## config.mk

```make
export PLATFORM = sky130hd
export DESIGN_NAME = vram_arbiter
export DESIGN_NICKNAME = d
export VERILOG_FILES = /design/src/rtl/vram_arbiter.sv
export SDC_FILE = /design/constraint.sdc
export NUM_CORES = 1
export LEC_CHECK = 0
export CAP_MARGIN = 25
export CORE_MARGIN = 4
export CORE_UTILIZATION = 45
export CTS_BUF_LIST = sky130_fd_sc_hd__clkbuf_8
export CTS_CLUSTER_SIZE = 12
export DETAILED_ROUTE_END_ITERATION = 10
export HOLD_SLACK_MARGIN = 0.02
export PLACE_DENSITY = 0.75
export REMOVE_ABC_BUFFERS = 1
export SLEW_MARGIN = 5
export SYNTH_ARGS = -nofsm -noshare
export SYNTH_HDL_FRONTEND = slang
export SYNTH_SLANG_ARGS = --single-unit
```

## constraint.sdc

```tcl
create_clock -name clk -period 2.65 [get_ports clk]
set_input_delay 0.3975 -clock clk [delete_from_list [all_inputs] [get_ports clk]]
set_output_delay 0.3975 -clock clk [all_outputs]
set_load 0.01 [all_outputs]
```

## src/rtl/vram_arbiter.sv

```systemverilog
// Two-requester SRAM arbiter: display has priority during the visible region,
// with a starvation counter that eventually forces a CPU grant.
module vram_arbiter #(
    parameter int ACCESS_CYCLES = 2,
    parameter int STARVE_LIMIT  = 8
) (
    input  logic        clk,
    input  logic        rst,
    input  logic        disp_active,
    input  logic        disp_req,
    input  logic [17:0] disp_addr,
    output logic [15:0] disp_rdata,
    output logic        disp_valid,
    input  logic        cpu_req,
    input  logic        cpu_we,
    input  logic [17:0] cpu_addr,
    input  logic [15:0] cpu_wdata,
    output logic [15:0] cpu_rdata,
    output logic        cpu_done,
    output logic [17:0] sram_addr,
    input  logic [15:0] sram_din,
    output logic [15:0] sram_dout,
    output logic        sram_dq_oe,
    output logic        sram_ce_n,
    output logic        sram_oe_n,
    output logic        sram_we_n
);

    typedef enum logic [1:0] {IDLE, DISP_RD, CPU_RD, CPU_WR} state_t;

    localparam logic [2:0] LAST_CNT = 3'(ACCESS_CYCLES - 1);
    localparam logic [3:0] WAIT_MAX = 4'(STARVE_LIMIT);

    state_t      state_r, nextState_s;
    logic [2:0]  cnt_r;
    logic [3:0]  cpuWait_r;
    logic        dispPend_r, cpuPend_r, cpuWe_r;
    logic [17:0] dispAddr_r, cpuAddr_r;
    logic [15:0] cpuWdata_r;
    logic        grantDisp_s, grantCpu_s, lastCycle_s;
    logic        dispAccept_s, cpuAccept_s;

    // Arbitration, next state and request acceptance
    always_comb begin
        nextState_s  = state_r;
        grantDisp_s  = 1'b0;
        grantCpu_s   = 1'b0;
        lastCycle_s  = (state_r != IDLE) && (cnt_r == LAST_CNT);
        // A requester in service cannot queue a second access behind itself.
        dispAccept_s = disp_req && !dispPend_r && (state_r != DISP_RD);
        cpuAccept_s  = cpu_req && !cpuPend_r && (state_r != CPU_RD) && (state_r != CPU_WR);
        case (state_r)
            IDLE: begin
                if (dispPend_r && (!cpuPend_r || (disp_active && (cpuWait_r != WAIT_MAX)))) begin
                    grantDisp_s = 1'b1;
                    nextState_s = DISP_RD;
                end else if (cpuPend_r) begin
                    grantCpu_s  = 1'b1;
                    nextState_s = cpuWe_r ? CPU_WR : CPU_RD;
                end else begin
                    nextState_s = IDLE;
                end
            end
            DISP_RD, CPU_RD, CPU_WR: begin
                if (lastCycle_s) begin
                    nextState_s = IDLE;
                end else begin
                    nextState_s = state_r;
                end
            end
            default: nextState_s = IDLE;
        endcase
    end

    // State register and access-cycle counter
    always_ff @(posedge clk or negedge rst) begin
        if (!rst) begin
            state_r <= IDLE;
            cnt_r   <= 3'd0;
        end else begin
            state_r <= nextState_s;
            if ((state_r == IDLE) || lastCycle_s) begin
                cnt_r <= 3'd0;
            end else begin
                cnt_r <= cnt_r + 3'd1;
            end
        end
    end

    // Pending flags and captured request fields
    always_ff @(posedge clk or negedge rst) begin
        if (!rst) begin
            dispPend_r <= 1'b0;
            cpuPend_r  <= 1'b0;
            dispAddr_r <= 18'd0;
            cpuAddr_r  <= 18'd0;
            cpuWe_r    <= 1'b0;
            cpuWdata_r <= 16'd0;
        end else begin
            if (dispAccept_s) begin
                dispPend_r <= 1'b1;
                dispAddr_r <= disp_addr;
            end else if (grantDisp_s) begin
                dispPend_r <= 1'b0;
            end
            if (cpuAccept_s) begin
                cpuPend_r  <= 1'b1;
                cpuAddr_r  <= cpu_addr;
                cpuWe_r    <= cpu_we;
                cpuWdata_r <= cpu_wdata;
            end else if (grantCpu_s) begin
                cpuPend_r <= 1'b0;
            end
        end
    end

    // Starvation counter: display grants that overtook a waiting CPU
    always_ff @(posedge clk or negedge rst) begin
        if (!rst) begin
            cpuWait_r <= 4'd0;
        end else if (grantCpu_s) begin
            cpuWait_r <= 4'd0;
        end else if (grantDisp_s && cpuPend_r && (cpuWait_r != WAIT_MAX)) begin
            cpuWait_r <= cpuWait_r + 4'd1;
        end
    end

    // SRAM strobes and address registered from the next state so they never glitch
    always_ff @(posedge clk or negedge rst) begin
        if (!rst) begin
            sram_ce_n  <= 1'b1;
            sram_oe_n  <= 1'b1;
            sram_we_n  <= 1'b1;
            sram_dq_oe <= 1'b0;
            sram_addr  <= 18'd0;
            sram_dout  <= 16'd0;
        end else begin
            sram_ce_n  <= (nextState_s == IDLE);
            sram_oe_n  <= !((nextState_s == DISP_RD) || (nextState_s == CPU_RD));
            sram_we_n  <= (nextState_s != CPU_WR);
            sram_dq_oe <= (nextState_s == CPU_WR);
            if (grantDisp_s) begin
                sram_addr <= dispAddr_r;
            end else if (grantCpu_s) begin
                sram_addr <= cpuAddr_r;
                sram_dout <= cpuWdata_r;
            end
        end
    end

    // Completion pulses and read-data capture at the end of the final access cycle
    always_ff @(posedge clk or negedge rst) begin
        if (!rst) begin
            disp_valid <= 1'b0;
            cpu_done   <= 1'b0;
            disp_rdata <= 16'd0;
            cpu_rdata  <= 16'd0;
        end else begin
            disp_valid <= lastCycle_s && (state_r == DISP_RD);
            cpu_done   <= lastCycle_s && ((state_r == CPU_RD) || (state_r == CPU_WR));
            if (lastCycle_s && (state_r == DISP_RD)) begin
                disp_rdata <= sram_din;
            end
            if (lastCycle_s && (state_r == CPU_RD)) begin
                cpu_rdata <= sram_din;
            end
        end
    end

endmodule

```

==> qor.csv <==
metric;value;unit
period_needed;1.928;ns
avgSynthCellArea;13.91;sq um
vdd_drop_max;0.6190;mV
rr_worst_depth;4;
cts_tree;yes;
gp_congestion;0.7877;
antenna_cells;0;
fin_cells;708;
viasPerCell;5.229;
grt_max_degree;67;
worst_pin_slew;0.6455;ns
maxSlewViolCount;0;
swShare;0.3243;
hold_buffers;1;
ys_async_sr_fraction;1.000;
syn2layout_area_growth;37.09;%
multi_input_area;0.001959;sq mm
cts_root_buf;clkbuf_8;
gr-usage-all-layers;0.1924;
synth_most_common_cell;dfrtp_1;
cap_violations;0;
rsz0062_at_grt;no;
drive_gt1_frac;0.2709;
first_iter_violations;258;
crit_path_start;state_r[0];
cp_num_buf_inv;1;
yosys_warnings;0;
yosysUniqueCellTypes;39;
start_util;0.4597;
power_density;1251;mW/mm^2
rows;40;
worstPathRequired;2.97;ns
start_kind;flop;
cts_setup_buffers;0;
p_clk_frac;0.184;
ys.flop_type;dfrtp_1;
clkTransAtPathRegs;0.07;ns
placed_cells;675;
ios;146;
finalSetupViolCount;0;
first_global_vias;4091;
synth.top_cell.area_share;0.6028;
final_hold_viol_count;0;
htree_levels;4;
power_frac_comb;0.419;
cts_buffer_depth;2;
ys_seq_area_frac;0.6170;
period_share;0.7276;
ff_latch_area;0.003407;sq mm
grt_pass1_wl;21180;um
end_kind;flop;
switchingPower;3.071;mW
crit_family;flip-flops;
dpl.hpwl;9163;um
hold_depth;1;
slew_headroom;0.5692;
dr_total_vias;3702;
num-fill-cells;930;
drc;0;
synth_area;0.005522;sq mm
rr_startpoint;state_r[0];
cp_slowest_cell;dfrtp_1;
firstDrtPassIters;4;
nNetsFinal;627;
synthTopCellsByCount;dfrtp_1, mux2_2, nor2_1, nand2_1;
synth_area_leader_cell;dfrtp_1;
core;0.01201;sq mm
leakage;3.207;nW
antenna_found_initial;0;
cts_buffers;17;
arrival;2.24;ns
chipWidth;118.8;um
netlist_top_cells_area;dfrtp_1, mux2_2, mux2_4, nor2_1, a221oi_1;
cp.depth;4;
reg2reg_to;sram_dout[5];
hold_ws;0.4751;ns
clock_sinks;136;
cp_max_fo;18;
rrSetupSlack;0.72;ns
crit_chain;or3b_4 -> a31oi_4 -> buf_4 -> mux2_2;
final.setup.tns;0;ns
fmax;518.7;MHz
grt_overflow;0;
p_int;6.399;mW
crit_type;reg -> reg;
synth_edf_count;0;
detail-route-antenna-nets;0;
fp.dieH;118.8;um
routed_wl;12890;um
cts_resized;0;
wire_per_inst;18.20;um
synthCells;397;
hold_class;reg -> reg;
fin_worst_skew;0.01221;ns
endpoint;sram_dout[5];
port_buffers;145;
slowest_delay;0.49;ns
dieArea;0.01411;sq mm
status;finished, final reports clean;
clk_latency;0.44;ns
sequentialPowerShare;0.397;
synth_seq_cells;136;
[state kept, by name, summed over array words and instances (netlist names)]
| register | cells |
|---|---|
| cpuWe_r | 1 |
| cpu_rdata | 16 |
| dispPend_r | 1 |
| cnt_r | 3 |
| cpuPend_r | 1 |
| sram_we_n | 1 |
| sram_addr | 18 |
| disp_rdata | 16 |
| state_r | 2 |
| sram_dq_oe | 1 |
| cpuWdata_r | 16 |
| dispAddr_r | 18 |
| sram_dout | 16 |
| cpu_done | 1 |
| disp_valid | 1 |
| sram_oe_n | 1 |
| cpuAddr_r | 18 |
| sram_ce_n | 1 |
| cpuWait_r | 4 |
[cells in the final DEF, fill, tap and decap left out, types with 8 or more instances in the layout]
| master | count |
|---|---|
| mux2_2 | 93 |
| nor2_1 | 30 |
| nand2_1 | 19 |
| clkbuf_8 | 20 |
| inv_1 | 14 |
| dfrtp_1 | 133 |
| a221oi_1 | 12 |
| mux2_4 | 8 |
| a21oi_1 | 12 |
| o21ai_0 | 9 |
| clkdlybuf4s50_1 | 144 |
[final cells by class]
cell class	count	area share
clock buffers	20	0.03636
inverters	9	0.004463
multi-input cells	228	0.2588
repair buffers	156	0.2081
well taps	147	0.02430
flip-flops and latches	136	0.4501
clock inverters	12	0.01785
[through the flow]
step | utilization | area [sq um] | power (mW) | setup slack (ns)
after global routing | 0.6302 | 7570 | 10.08 | 0.6532
after global placement | 0.5952 | 7149 | 7.635 | 0.4900
final | 0.6302 | 7570 | 9.470 | 0.7219
after CTS | 0.6302 | 7570 | 9.582 | 0.7146
after detailed placement | 0.5952 | 7149 | 7.802 | 0.4368
after floorplan | - | 5396 | 5.849 | 0.5799
[logic make-up after synthesis]
family | count (synthesis) | share of synthesized area
AOI/OAI and AO/OA | 54 | 0.07365
xor gates and xnor gates | 1 | 0.001587
adders and majority gates | 5 | 0.01133
buffers and inverters | 33 | 0.02878
DFF | 136 | 0.6170
muxes | 101 | 0.2114
and+or+nand+nor | 67 | 0.05620
[power by group through the flow]
| stage | registers [mW] | clock network (mW) | logic, mW |
|---|---|---|---|
| floorplan | 3.90 | 0 | 1.95 |
| global placement | 3.74 | 0 | 3.89 |
| detailed placement | 3.79 | 0 | 4.01 |
| CTS | 3.77 | 1.79 | 4.02 |
| global route | 3.90 | 1.88 | 4.30 |
| finish | 3.76 | 1.74 | 3.97 |
[metal layers]
layer | vias up | track usage | part of all wire
li1 | 1710 | - | -
met3 | 15 | 0.06268 | 0.056
met1 | 1880 | 0.2189 | 0.40
met5 | - | 0 | 0
met4 | 0 | 0.07096 | 0.016
met2 | 97 | 0.3371 | 0.53
[worst min-delay path by stage]
stage	startpoint	endpoint
after floorplan	rst	cnt_r[0]
after CTS	cnt_r[0]	cnt_r[0]
final	cnt_r[0]	cnt_r[0]
after global routing	cnt_r[0]	cnt_r[0]
after detailed placement	rst	cpu_rdata[3]
after global placement	rst	cpu_rdata[3]
(Power assumes the default switching activity.)
